$ cat config.mk
export PLATFORM = sky130hd
export DESIGN_NAME = jtframe_ram_rqx
export DESIGN_NICKNAME = d
export VERILOG_FILES = /design/src/rtl/jtframe_ram_rqx.sv
export SDC_FILE = /design/constraint.sdc
export NUM_CORES = 1
export LEC_CHECK = 0
export ABC_CLOCK_PERIOD_IN_PS = 5810
export CORE_ASPECT_RATIO = 1.4
export CORE_MARGIN = 4
export CORE_UTILIZATION = 45
export DETAILED_ROUTE_END_ITERATION = 8
export PLACE_DENSITY_LB_ADDON = 0.2
export SLEW_MARGIN = 20
export SYNTH_ARGS = -nofsm -noshare
export SYNTH_HDL_FRONTEND = slang
export SYNTH_SLANG_ARGS = --single-unit
$ cat constraint.sdc
create_clock -name clk -period 5.81 [get_ports clk]
set_input_delay 1.162 -clock clk [delete_from_list [all_inputs] [get_ports clk]]
set_output_delay 1.162 -clock clk [all_outputs]
set_load 0.01 [all_outputs]
$ cat src/rtl/jtframe_ram_rqx.sv
// jtframe_ram_rqx
//   Read/write SDRAM requester bridging one game-side RAM port to one slot
//   of the jtframe SDRAM controller. Game data width DW is 8, 16 or 32 bits
//   (DW=32 is read-only). The game address is latched on a request rising
//   edge, or on an address change while data_ok is held.
//
//   Optional feature macro: JTFRAME_RAM_RQ_CACHE_EN
//     Adds a one-entry read cache (last completed read's SDRAM address and
//     32-bit word). A read that hits the entry completes without a
//     controller request. Writes and offset changes invalidate it.
//
// Ports
//   clk, rst      clock, asynchronous active-high reset
//   cen           qualifies sampling of addr_ok/addr
//   addr, offset  game address (DW units), region base (16-bit words)
//   addr_ok       request level, wrin (1=write), wrdata
//   din, din_ok   SDRAM read data / completion strobe
//   we            controller is serving this slot
//   req, req_rnw  request and direction (1=read) to the controller
//   sdram_addr    16-bit word address (laddr mapped + offset)
//   sdram_wrdata  write data, sdram_ben byte enables (bit 1 = upper byte)
//   data_ok, dout completion level and read data
module jtframe_ram_rqx #(
  parameter int AW = 18,
  parameter int DW = 8
) (
  input  logic          clk,
  input  logic          rst,
  input  logic          cen,
  input  logic [AW-1:0] addr,
  input  logic [21:0]   offset,
  input  logic          addr_ok,
  input  logic          wrin,
  input  logic [DW-1:0] wrdata,
  input  logic [31:0]   din,
  input  logic          din_ok,
  input  logic          we,
  output logic          req,
  output logic          req_rnw,
  output logic [21:0]   sdram_addr,
  output logic [15:0]   sdram_wrdata,
  output logic [1:0]    sdram_ben,
  output logic          data_ok,
  output logic [DW-1:0] dout
);

  typedef enum logic [1:0] {IDLE, REQ, WAIT, DONE} state_t;

  // Game address (DW units) to 16-bit SDRAM word address, modulo 2^22
  function automatic logic [21:0] map_addr(input logic [AW-1:0] a,
                                           input logic [21:0] off);
    if (DW == 8)       return 22'(a >> 1) + off;
    else if (DW == 16) return 22'(a) + off;
    else               return 22'({a, 1'b0}) + off;
  endfunction

  // Pick the game-visible lane out of a 32-bit SDRAM word
  function automatic logic [DW-1:0] lane(input logic [31:0] d, input logic a0);
    if (DW == 8) return DW'(a0 ? d[15:8] : d[7:0]);
    else         return d[DW-1:0];
  endfunction

  function automatic logic [15:0] wr_lanes(input logic [DW-1:0] w);
    if (DW == 8)       return 16'({w, w});
    else if (DW == 16) return 16'(w);
    else               return 16'h0;
  endfunction

  function automatic logic [1:0] ben_of(input logic a0);
    if (DW == 8) return a0 ? 2'b10 : 2'b01;
    else         return 2'b11;
  endfunction

  state_t        st;
  logic [AW-1:0] laddr;
  logic          last_cs;
  logic          rise, restart, start, nwr, hit;
  logic [31:0]   cache_word;

  assign sdram_addr = map_addr(laddr, offset);

  always_comb begin
    rise    = addr_ok & cen & ~last_cs;
    restart = (st == DONE) & cen & addr_ok & (addr != laddr);
    start   = ((st == IDLE) & rise) | restart;
    nwr     = (DW != 32) & wrin;
  end

`ifdef JTFRAME_RAM_RQ_CACHE_EN
  logic [21:0] cache_addr, last_off;
  logic        cache_vld, fill;

  // Completed reads fill the entry; the hit compare also needs an unchanged
  // offset because the stored address was mapped with the old base.
  assign fill       = ((st == REQ) | (st == WAIT)) & we & din_ok & req_rnw;
  assign hit        = cache_vld & ~nwr & (offset == last_off) &
                      (cache_addr == map_addr(addr, offset));

  always_ff @(posedge clk or posedge rst) begin
    if (rst) begin
      cache_addr <= '0;
      cache_word <= '0;
      cache_vld  <= 1'b0;
      last_off   <= '0;
    end else begin
      last_off <= offset;
      if (fill) begin
        cache_addr <= sdram_addr;
        cache_word <= din;
        cache_vld  <= 1'b1;
      end
      if ((start & nwr) || (offset != last_off)) cache_vld <= 1'b0;
    end
  end
`else
  assign hit        = 1'b0;
  assign cache_word = 32'h0;
`endif

  always_ff @(posedge clk or posedge rst) begin
    if (rst) begin
      st           <= IDLE;
      req          <= 1'b0;
      req_rnw      <= 1'b1;
      data_ok      <= 1'b0;
      dout         <= '0;
      sdram_wrdata <= '0;
      sdram_ben    <= 2'b11;
      laddr        <= '0;
      last_cs      <= 1'b0;
    end else begin
      if (cen) last_cs <= addr_ok;
      if (start) begin
        // New access from IDLE or a DONE restart
        laddr        <= addr;
        req_rnw      <= ~nwr;
        sdram_wrdata <= wr_lanes(wrdata);
        sdram_ben    <= ben_of(addr[0]);
        if (hit) begin
          data_ok <= 1'b1;
          dout    <= lane(cache_word, addr[0]);
          st      <= DONE;
        end else begin
          data_ok <= 1'b0;
          req     <= 1'b1;
          st      <= REQ;
        end
      end else begin
        case (st)
          REQ: if (we) begin
            req <= 1'b0;
            if (din_ok) begin
              data_ok <= 1'b1;
              if (req_rnw) dout <= lane(din, laddr[0]);
              st <= DONE;
            end else begin
              st <= WAIT;
            end
          end
          WAIT: if (we && din_ok) begin
            data_ok <= 1'b1;
            if (req_rnw) dout <= lane(din, laddr[0]);
            st <= DONE;
          end
          DONE: if (cen && !addr_ok) begin
            data_ok <= 1'b0;
            st      <= IDLE;
          end
          default: data_ok <= 1'b0;
        endcase
      end
    end
  end

endmodule

# Word-level counts from Yosys, hierarchy flattened
# Cells that the tools add are included.
totals:
  wordCells: 65
  in_bits: 87
  out_inout_bits: 51
  ff_bits: 50
classes:
  n_bitwise: 10
  n_reduce_logical: 12
  add_sub_neg: 1
  n_mux: 22
  eq_ne: 11
op_table:
  columns: ["cell", "count"]
  rows:
  - ["2-to-1 mux 8 bit", 5]
  - ["adder 17 x 22 -> 22 bit", 1]
  - ["!= test 18 bit", 1]
  - ["one-hot mux 8 bit (2 select lines)", 1]
  - ["2-to-1 mux 2 bit", 5]
  - ["2-to-1 mux 1 bit", 9]
  - ["!= test 3 bit, second input constant", 3]
  - ["AND reduction 4 bit", 2]
  - ["AND 1 bit", 6]
  - ["!= test 2 bit, second input constant", 3]
  - ["one-hot mux 2 bit (3 select lines)", 1]
  - ["nonzero test 2 bit", 3]
  - ["AND reduction 5 bit", 1]
  - ["== test 2 bit, second input constant", 2]
  - ["nonzero test 4 bit", 1]
  - ["!= test 3 x 2 -> 1 bit, second input constant", 1]
  - ["NOT 1 bit", 3]
  - ["one-hot mux 1 bit (3 select lines)", 1]
  - ["== test 2 x 1 -> 1 bit, second input constant", 1]
  - ["logical AND 1 bit", 2]
  - ["zero test 2 bit", 1]
  - ["AND reduction 2 bit", 1]
  - ["zero test 1 bit", 1]
  - ["OR 1 bit", 1]

# Logic depth before layout (Yosys ltp)
# Gate-level depths: netlist (run 1).
depth:
  depth_word: 7
  ltp_mapped: 9
  depth_no_buf: 9

# Least setup slack after synthesis (run 1)
# No wires, ideal clock.
synth_timing:
  kind: "input port to output port"
  from: "input port offset[6]"
  to: "output port sdram_addr[14]"
  n_path_buf: 0
  setup_slack_ns: 1.537
  stages: 7
  t_required_ns: 4.648
  arrival_ns: 3.111
  path_cell_list: "ha_1 > a211oi_1 > o2bb2ai_1 > a31o_2 > a41o_1 > or4b_2 > o2111ai_1"
synth_via:
  elab_chain_len: 1
synth_lines:
  columns: ["item", "line", "source"]
  rows:
  - ["start, declared", "31", "input logic [21:0] offset,"]
  - ["adder 17 x 22 -> 22 bit", "52", "if (DW == 8) return 22'(a >> 1) + off;"]
  - ["end, declared", "40", "output logic [21:0] sdram_addr,"]
# No other way between the ends.

# Final worst setup path (run 1)
# Same ends and word-level chain as after synthesis.

==> results of run 1 <==
## metrics by stage
step / power [mW] / cells / setup WS, ns / utilization, % / hold slack, ns
4_1_cts: 2.34 / 480 / 0.423 / 66.2 / 0.478
3_5_place_dp: 2.15 / 472 / 0.433 / 65.0 / 0.466
3_3_place_gp: 2.11 / 472 / 0.448 / 65.0 / 0.452
2_1_floorplan: 1.48 / 290 / 1.54 / - / 0.470
5_1_grt: 2.50 / 480 / 0.298 / 66.2 / 0.507
6_report: 2.32 / 480 / 0.395 / 66.2 / 0.474
## Yosys cell counts, types with 7 or more instances
cell type	instances	area [sq um]
sky130_fd_sc_hd__a21o_1	7	52.6
sky130_fd_sc_hd__a21oi_1	13	65.1
sky130_fd_sc_hd__buf_4	8	60.1
sky130_fd_sc_hd__dfrtp_1	39	976
sky130_fd_sc_hd__ha_1	22	275
sky130_fd_sc_hd__inv_1	11	41.3
sky130_fd_sc_hd__mux2_2	44	495
sky130_fd_sc_hd__mux2i_1	7	70.1
sky130_fd_sc_hd__nand2_1	12	45.0
sky130_fd_sc_hd__nor2_1	16	60.1
sky130_fd_sc_hd__o21ai_0	11	55.1
sky130_fd_sc_hd__xnor2_1	22	193
sky130_fd_sc_hd__xor2_1	11	96.3
## registers in the layout, indices dropped and copies added (netlist names), 2 cells and up
name          cells
laddr            18
dout              8
sdram_wrdata      8
sdram_ben         2
st                2
## worst max-delay path by stage
stage                     slack (ns)              to
after floorplan                 1.54  sdram_addr[14]
after global placement          0.45  sdram_addr[14]
after detailed placement        0.43  sdram_addr[14]
after CTS                       0.42  sdram_addr[14]
after global routing            0.30  sdram_addr[14]
final                           0.39  sdram_addr[14]
## metal layers
layer | wire length [microns] | vias to the layer above | global-route usage, % | part of all wire (%)
met5 | 0 | - | 0 | 0
met4 | 182 | 0 | 5.98 | 2.4
met3 | 489 | 10 | 5.17 | 6.5
met2 | 3950 | 95 | 34.4 | 53
met1 | 2870 | 1234 | 20.2 | 38
li1 | - | 1276 | - | -
## worst register-to-register path, cell delays in order (launching register included)
cell and delay, ns:
sky130_fd_sc_hd__dfrtp_1 0.42, sky130_fd_sc_hd__inv_1 0.11, sky130_fd_sc_hd__ha_1 0.19, sky130_fd_sc_hd__nor2b_1 0.15, sky130_fd_sc_hd__or4_1 0.51, sky130_fd_sc_hd__nor4_1 0.45
sky130_fd_sc_hd__a41oi_4 0.19, sky130_fd_sc_hd__nor3_4 0.44, sky130_fd_sc_hd__mux2_2 0.39
## where the power goes
group          switching (mW)  internal (mW)
logic                   0.677          0.883
registers               0.130          0.447
clock network          0.0923         0.0854
## cells by family (layout without fill, tap and decap cells)
kind of cell / Yosys count / count (layout)
and+or+nand+nor: 62 / 62
AOI/OAI and AO/OA: 54 / 54
adders and majority gates: 23 / 23
muxes: 51 / 51
xor gates and xnor gates: 33 / 33
buffers and inverters: 25 / 141
DFF: 42 / 42
## final cells by class
class / instances / area (sq um) / share of cell area [%]
repair buffers: 122 / 1220 / 28.0
flip-flops and latches: 42 / 1050 / 24.3
well taps: 74 / 92.6 / 2.13
multi-input cells: 223 / 1860 / 42.8
inverters: 11 / 41.3 / 0.949
clock buffers: 8 / 80.1 / 1.84
==> flow_results.xml, run 1 <==
<?xml version="1.0" encoding="UTF-8"?>
<metrics>
  <group name="cts">
    <metric name="post_cts.resized_instances" unit="">0</metric>
    <metric name="cts_inserted_buffers" unit="">5</metric>
    <metric name="cts_tree" unit="">done</metric>
    <metric name="clk_root_buffer_cell" unit="">sky130_fd_sc_hd__clkbuf_8</metric>
    <metric name="htree_levels" unit="">2</metric>
    <metric name="clk_pin_slew" unit="ns">0.07</metric>
    <metric name="worst_skew_pair.late_latency" unit="ns">0.28</metric>
    <metric name="cts.path.max_buffers" unit="">2</metric>
    <metric name="cts_setup_buffers" unit="">0</metric>
    <metric name="clock-sinks" unit="">42</metric>
    <metric name="cts.hold.buffers_added" unit="">0</metric>
  </group>
  <group name="run">
    <metric name="cap_violations" unit="">0</metric>
  </group>
  <group name="critical_path">
    <metric name="kind_of_start_point_of_the_critical_path" unit="">input port</metric>
    <metric name="max_stage_delay" unit="ns">0.61</metric>
    <metric name="worstPathBufferInverterCount" unit="">2</metric>
    <metric name="crit_type" unit="">input port to output port</metric>
    <metric name="timing.critical_path.to_type" unit="">output port</metric>
    <metric name="crit_cells" unit="">9</metric>
    <metric name="cp_max_fo" unit="">5</metric>
    <metric name="cp_top_family" unit="">compound AO/OA/AOI/OAI gates</metric>
    <metric name="timing.critical_path.slowest_stage_cell" unit="">sky130_fd_sc_hd__or4b_2</metric>
    <metric name="critical_path.startpoint" unit="">offset[6]</metric>
    <metric name="r2r_start" unit="">st[1]</metric>
    <metric name="worst_r2r_endpoint" unit="">dout[7]</metric>
    <metric name="reg2reg_slack" unit="ns">2.85</metric>
    <metric name="worst-endpoint-required" unit="ns">4.65</metric>
    <metric name="worst_reg_to_reg_path_cell_count" unit="">8</metric>
    <metric name="crit_chain" unit="">clkdlybuf4s50_1 -&gt; ha_1 -&gt; a211oi_1 -&gt; o2bb2ai_1 -&gt; a31o_2 -&gt; a41o_1 -&gt; or4b_2 -&gt; o2111ai_1 -&gt; clkdlybuf4s50_1</metric>
    <metric name="critical-path-top-cell-by-count" unit="">sky130_fd_sc_hd__clkdlybuf4s50_1</metric>
    <metric name="worstPathArrival" unit="ns">4.25</metric>
  </group>
  <group name="sta">
    <metric name="timing.slew.headroom" unit="%">43.2</metric>
    <metric name="timing_max_transition_violations_final" unit="">0</metric>
    <metric name="finalHoldViolCount" unit="">0</metric>
    <metric name="final_tns_setup" unit="ns">0</metric>
    <metric name="fmaxAchievable" unit="MHz">185</metric>
    <metric name="setup_viol" unit="">0</metric>
    <metric name="fin_skew" unit="ns">0.00484</metric>
    <metric name="tightestPinTransition" unit="ns">0.851</metric>
    <metric name="period_minus_slack" unit="ns">5.42</metric>
    <metric name="final.period_utilization" unit="%">93.2</metric>
    <metric name="rsz_0062_raised_after_global_routing" unit="">false</metric>
  </group>
  <group name="cells_and_area">
    <metric name="diodes" unit="">0</metric>
    <metric name="most-common-layout-cells" unit="">121 x sky130_fd_sc_hd__clkdlybuf4s50_1, 44 x sky130_fd_sc_hd__mux2_2, 39 x sky130_fd_sc_hd__dfrtp_1</metric>
    <metric name="layout.filler_cells" unit="">559</metric>
    <metric name="drive_gt1_share" unit="%">14.8</metric>
    <metric name="layout.cells.most_common" unit="">sky130_fd_sc_hd__clkdlybuf4s50_1</metric>
    <metric name="design_area" unit="sq um">4350</metric>
    <metric name="layout-area-overhead-vs-synth" unit="%">43.9</metric>
    <metric name="final_nets" unit="">515</metric>
  </group>
  <group name="synth">
    <metric name="synth-seq-cells" unit="">42</metric>
    <metric name="synth_compound_gate_area_share" unit="%">12.0</metric>
    <metric name="ys_async_sr_fraction" unit="%">100</metric>
    <metric name="synthesis.area_per_instance" unit="sq um">10.4</metric>
    <metric name="synth_seq_area_share" unit="%">34.9</metric>
    <metric name="synth_ff_type" unit="">sky130_fd_sc_hd__dfrtp_1</metric>
    <metric name="netlist_area" unit="sq um">3020</metric>
    <metric name="syn_inst" unit="">290</metric>
    <metric name="synth_xor_area_share" unit="%">9.56</metric>
    <metric name="synth_adder_area_share" unit="%">9.77</metric>
    <metric name="synth.net_count" unit="">400</metric>
    <metric name="synth_simple_gate_area_share" unit="%">10.9</metric>
    <metric name="proportion_of_synthesized_area_in_mux_cells" unit="%">18.7</metric>
    <metric name="synth_enable_flop_cells" unit="">0</metric>
    <metric name="synth_top_family_by_area" unit="">multiplexers</metric>
    <metric name="ys.warnings.count" unit="">0</metric>
    <metric name="synth.distinct_cells" unit="">52</metric>
  </group>
  <group name="placement">
    <metric name="dpl.hpwl" unit="mm">6.14</metric>
    <metric name="io_buffers" unit="">121</metric>
    <metric name="place.gp.congestion" unit="">0.905</metric>
    <metric name="placement.cell_area" unit="sq um">4270</metric>
  </group>
  <group name="grt">
    <metric name="grt-ovfl-total" unit="">0</metric>
    <metric name="grt_max_degree" unit="">43</metric>
    <metric name="grt_pass1_vias" unit="">2735</metric>
    <metric name="grtUsageTotal" unit="%">18.6</metric>
    <metric name="grt_first_pass_wirelength" unit="mm">12.4</metric>
    <metric name="antenna_violations_before_repair" unit="">0</metric>
  </group>
  <group name="route">
    <metric name="via_count" unit="">2615</metric>
    <metric name="first_pass_iters" unit="">4</metric>
    <metric name="route.detailed.wl_per_inst" unit="microns">15.6</metric>
    <metric name="drt.antenna.violating_nets" unit="">0</metric>
    <metric name="route.detailed.drc" unit="">0</metric>
    <metric name="first_iter_violations" unit="">60</metric>
    <metric name="drt-vias-per-instance" unit="">5.45</metric>
    <metric name="wirelength" unit="mm">7.49</metric>
  </group>
  <group name="status">
    <metric name="status" unit="">finished clean</metric>
  </group>
  <group name="power">
    <metric name="cellLeakagePower" unit="nW">1.81</metric>
    <metric name="power_per_standard_cell_area" unit="nW/um^2">532</metric>
    <metric name="vdd_ir_drop_max" unit="uV">311</metric>
  </group>
  <group name="floorplan">
    <metric name="die_width" unit="microns">77.3</metric>
    <metric name="placement_rows" unit="">35</metric>
    <metric name="coreArea" unit="sq um">6570</metric>
    <metric name="boundary_pin_count" unit="">138</metric>
    <metric name="start_util" unit="%">46.0</metric>
    <metric name="die_height" unit="microns">105</metric>
    <metric name="design.die.area" unit="sq um">8110</metric>
  </group>
  <group name="min_path">
    <metric name="hp-start" unit="">sdram_ben[0]</metric>
    <metric name="hp-class" unit="">register to register</metric>
    <metric name="end_point_of_the_worst_hold_path" unit="">sdram_ben[0]</metric>
    <metric name="hold_depth" unit="">2</metric>
  </group>
</metrics>
Power figures use the tool's default switching activity.
==> run 2: changes to the inputs <==
--- a/config.mk
+++ b/config.mk
@@ -7,7 +7,6 @@
 export LEC_CHECK = 0
 export ABC_CLOCK_PERIOD_IN_PS = 5810
 export CORE_ASPECT_RATIO = 1.4
-export CORE_MARGIN = 4
 export CORE_UTILIZATION = 45
 export DETAILED_ROUTE_END_ITERATION = 8
 export PLACE_DENSITY_LB_ADDON = 0.2
==> flow_results.xml, run 2 (same netlist as run 1, synthesis figures left out) <==
<?xml version="1.0" encoding="UTF-8"?>
<metrics>
  <group name="cells_and_area">
    <metric name="max_flop_register" unit="">laddr</metric>
    <metric name="reg_top3" unit="">laddr: 18 flops, dout: 8 flops, sdram_wrdata: 8 flops</metric>
    <metric name="largest_reg_flops" unit="">18</metric>
    <metric name="final-seq-area" unit="sq um">1050</metric>
    <metric name="layout.cells.most_common" unit="">sky130_fd_sc_hd__clkdlybuf4s50_1</metric>
    <metric name="most-common-layout-cells" unit="">121 x sky130_fd_sc_hd__clkdlybuf4s50_1, 44 x sky130_fd_sc_hd__mux2_2, 39 x sky130_fd_sc_hd__dfrtp_1</metric>
    <metric name="final_nets" unit="">515</metric>
    <metric name="postLayoutCoreUtil" unit="%">66.8</metric>
    <metric name="layout.filler_cells" unit="">523</metric>
    <metric name="multi_input_area" unit="sq um">1860</metric>
    <metric name="diodes" unit="">0</metric>
    <metric name="layout-area-overhead-vs-synth" unit="%">44.2</metric>
    <metric name="drive_gt1_share" unit="%">15.3</metric>
    <metric name="design_area" unit="sq um">4360</metric>
  </group>
  <group name="power">
    <metric name="cellLeakagePower" unit="nW">1.82</metric>
    <metric name="power_per_standard_cell_area" unit="nW/um^2">533</metric>
    <metric name="vdd_ir_drop_max" unit="uV">287</metric>
  </group>
  <group name="sta">
    <metric name="timing.hold.ws" unit="ns">0.473</metric>
    <metric name="fmaxAchievable" unit="MHz">186</metric>
    <metric name="final_tns_setup" unit="ns">0</metric>
    <metric name="fin_skew" unit="ns">0.00533</metric>
    <metric name="timing_max_transition_violations_final" unit="">0</metric>
    <metric name="timing.slew.headroom" unit="%">40.8</metric>
    <metric name="setup_viol" unit="">0</metric>
    <metric name="finalHoldViolCount" unit="">0</metric>
    <metric name="tightestPinTransition" unit="ns">0.888</metric>
    <metric name="final.period_utilization" unit="%">92.5</metric>
    <metric name="rsz_0062_raised_after_global_routing" unit="">false</metric>
    <metric name="period_minus_slack" unit="ns">5.37</metric>
    <metric name="timing.final.ws_setup" unit="ns">0.435</metric>
  </group>
  <group name="floorplan">
    <metric name="design.die.area" unit="sq um">7050</metric>
    <metric name="die_width" unit="microns">71.3</metric>
    <metric name="boundary_pin_count" unit="">138</metric>
    <metric name="coreArea" unit="sq um">6530</metric>
    <metric name="start_util" unit="%">46.3</metric>
    <metric name="placement_rows" unit="">35</metric>
    <metric name="die_height" unit="microns">99.0</metric>
  </group>
  <group name="placement">
    <metric name="io_buffers" unit="">121</metric>
    <metric name="detailedPlace.worstSlack" unit="ns">0.458</metric>
    <metric name="place.gp.congestion" unit="">0.855</metric>
    <metric name="dpl.hpwl" unit="mm">5.64</metric>
    <metric name="placement.cell_area" unit="sq um">4270</metric>
  </group>
  <group name="critical_path">
    <metric name="worst_reg_to_reg_path_cell_count" unit="">8</metric>
    <metric name="worst-endpoint-required" unit="ns">4.65</metric>
    <metric name="r2r_start" unit="">st[0]</metric>
    <metric name="critical_path.startpoint" unit="">offset[6]</metric>
    <metric name="kind_of_start_point_of_the_critical_path" unit="">input port</metric>
    <metric name="crit_type" unit="">input port to output port</metric>
    <metric name="worstPathArrival" unit="ns">4.21</metric>
    <metric name="timing.critical_path.to_type" unit="">output port</metric>
    <metric name="cp_max_fo" unit="">5</metric>
  </group>
  <group name="cts">
    <metric name="worst_skew_pair.late_latency" unit="ns">0.29</metric>
    <metric name="cts.hold.buffers_added" unit="">0</metric>
    <metric name="cts_inserted_buffers" unit="">5</metric>
    <metric name="clock-sinks" unit="">42</metric>
    <metric name="cts_tree" unit="">done</metric>
    <metric name="clk_root_buffer_cell" unit="">sky130_fd_sc_hd__clkbuf_8</metric>
    <metric name="htree_levels" unit="">2</metric>
    <metric name="cts.path.max_buffers" unit="">2</metric>
    <metric name="clk_pin_slew" unit="ns">0.08</metric>
    <metric name="post_cts.resized_instances" unit="">0</metric>
    <metric name="cts_setup_buffers" unit="">0</metric>
  </group>
  <group name="route">
    <metric name="via_count" unit="">2608</metric>
    <metric name="drt-vias-per-instance" unit="">5.43</metric>
    <metric name="first_pass_iters" unit="">6</metric>
    <metric name="first_iter_violations" unit="">49</metric>
    <metric name="wirelength" unit="mm">7.16</metric>
    <metric name="drt.antenna.violating_nets" unit="">0</metric>
    <metric name="route.detailed.drc" unit="">6</metric>
    <metric name="route.detailed.wl_per_inst" unit="microns">14.9</metric>
  </group>
  <group name="min_path">
    <metric name="hp-start" unit="">sdram_ben[0]</metric>
    <metric name="hold_depth" unit="">2</metric>
    <metric name="hp-class" unit="">register to register</metric>
  </group>
  <group name="run">
    <metric name="cap_violations" unit="">0</metric>
  </group>
  <group name="grt">
    <metric name="grt-ovfl-total" unit="">0</metric>
    <metric name="grt_max_degree" unit="">43</metric>
    <metric name="antenna_violations_before_repair" unit="">0</metric>
    <metric name="grt_first_pass_wirelength" unit="mm">11.7</metric>
    <metric name="grtUsageTotal" unit="%">21.0</metric>
    <metric name="grt_pass1_vias" unit="">2668</metric>
  </group>
  <group name="status">
    <metric name="violations_in_the_final_reports" unit="">DRC</metric>
    <metric name="status" unit="">finished, violations left</metric>
  </group>
</metrics>
[run 2: path summary, 6_finish.rpt]
| kind | endpoint | slack (ns) |
|---|---|---|
| setup reg to reg | dout[1] | 2.79 |
| min in group asynchronous | sdram_wrdata[7] | 1.36 |
| hold reg to reg | sdram_ben[0] | 0.47 |
| max in group asynchronous | st[0] | 3.88 |
| setup / recovery | sdram_addr[14] | 0.44 |
| hold / removal | sdram_ben[0] | 0.47 |
[run 2: metrics by stage]
stage          instances  total power, mW
2_1_floorplan        290             1.48
3_3_place_gp         472             2.10
3_5_place_dp         472             2.14
4_1_cts              480             2.34
5_1_grt              480             2.51
6_report             480             2.32
[run 2: layout make-up]
class	instances	area share (%)
clock inverters	1	0.115
flip-flops and latches	42	24.2
repair buffers	122	27.9
inverters	11	0.947
clock buffers	7	1.98
multi-input cells	223	42.7
well taps	74	2.12
[run 2: where the power goes]
group          total [mW]  switching (mW)  internal (mW)
clock network       0.193          0.0975         0.0959
logic                1.55           0.669          0.883
registers           0.578           0.130          0.447
[run 2: metal layers]
metal	wire length, microns	share of wire [%]	up-vias	global-route usage, %
li1	-	-	1266	-
met1	2690	38	1227	22.8
met2	3780	53	99	38.7
met3	473	6.6	16	4.81
met4	215	3.0	0	8.77
met5	0	0	-	0
[run 2: worst max-delay path: stages]
cell                              delay [ns]
sky130_fd_sc_hd__clkdlybuf4s50_1        0.40
sky130_fd_sc_hd__ha_1                   0.36
sky130_fd_sc_hd__a211oi_1               0.29
sky130_fd_sc_hd__o2bb2ai_1              0.11
sky130_fd_sc_hd__a31o_2                 0.26
sky130_fd_sc_hd__a41o_1                 0.29
sky130_fd_sc_hd__or4b_2                 0.61
sky130_fd_sc_hd__o2111ai_1              0.14
sky130_fd_sc_hd__clkdlybuf4s50_1        0.58
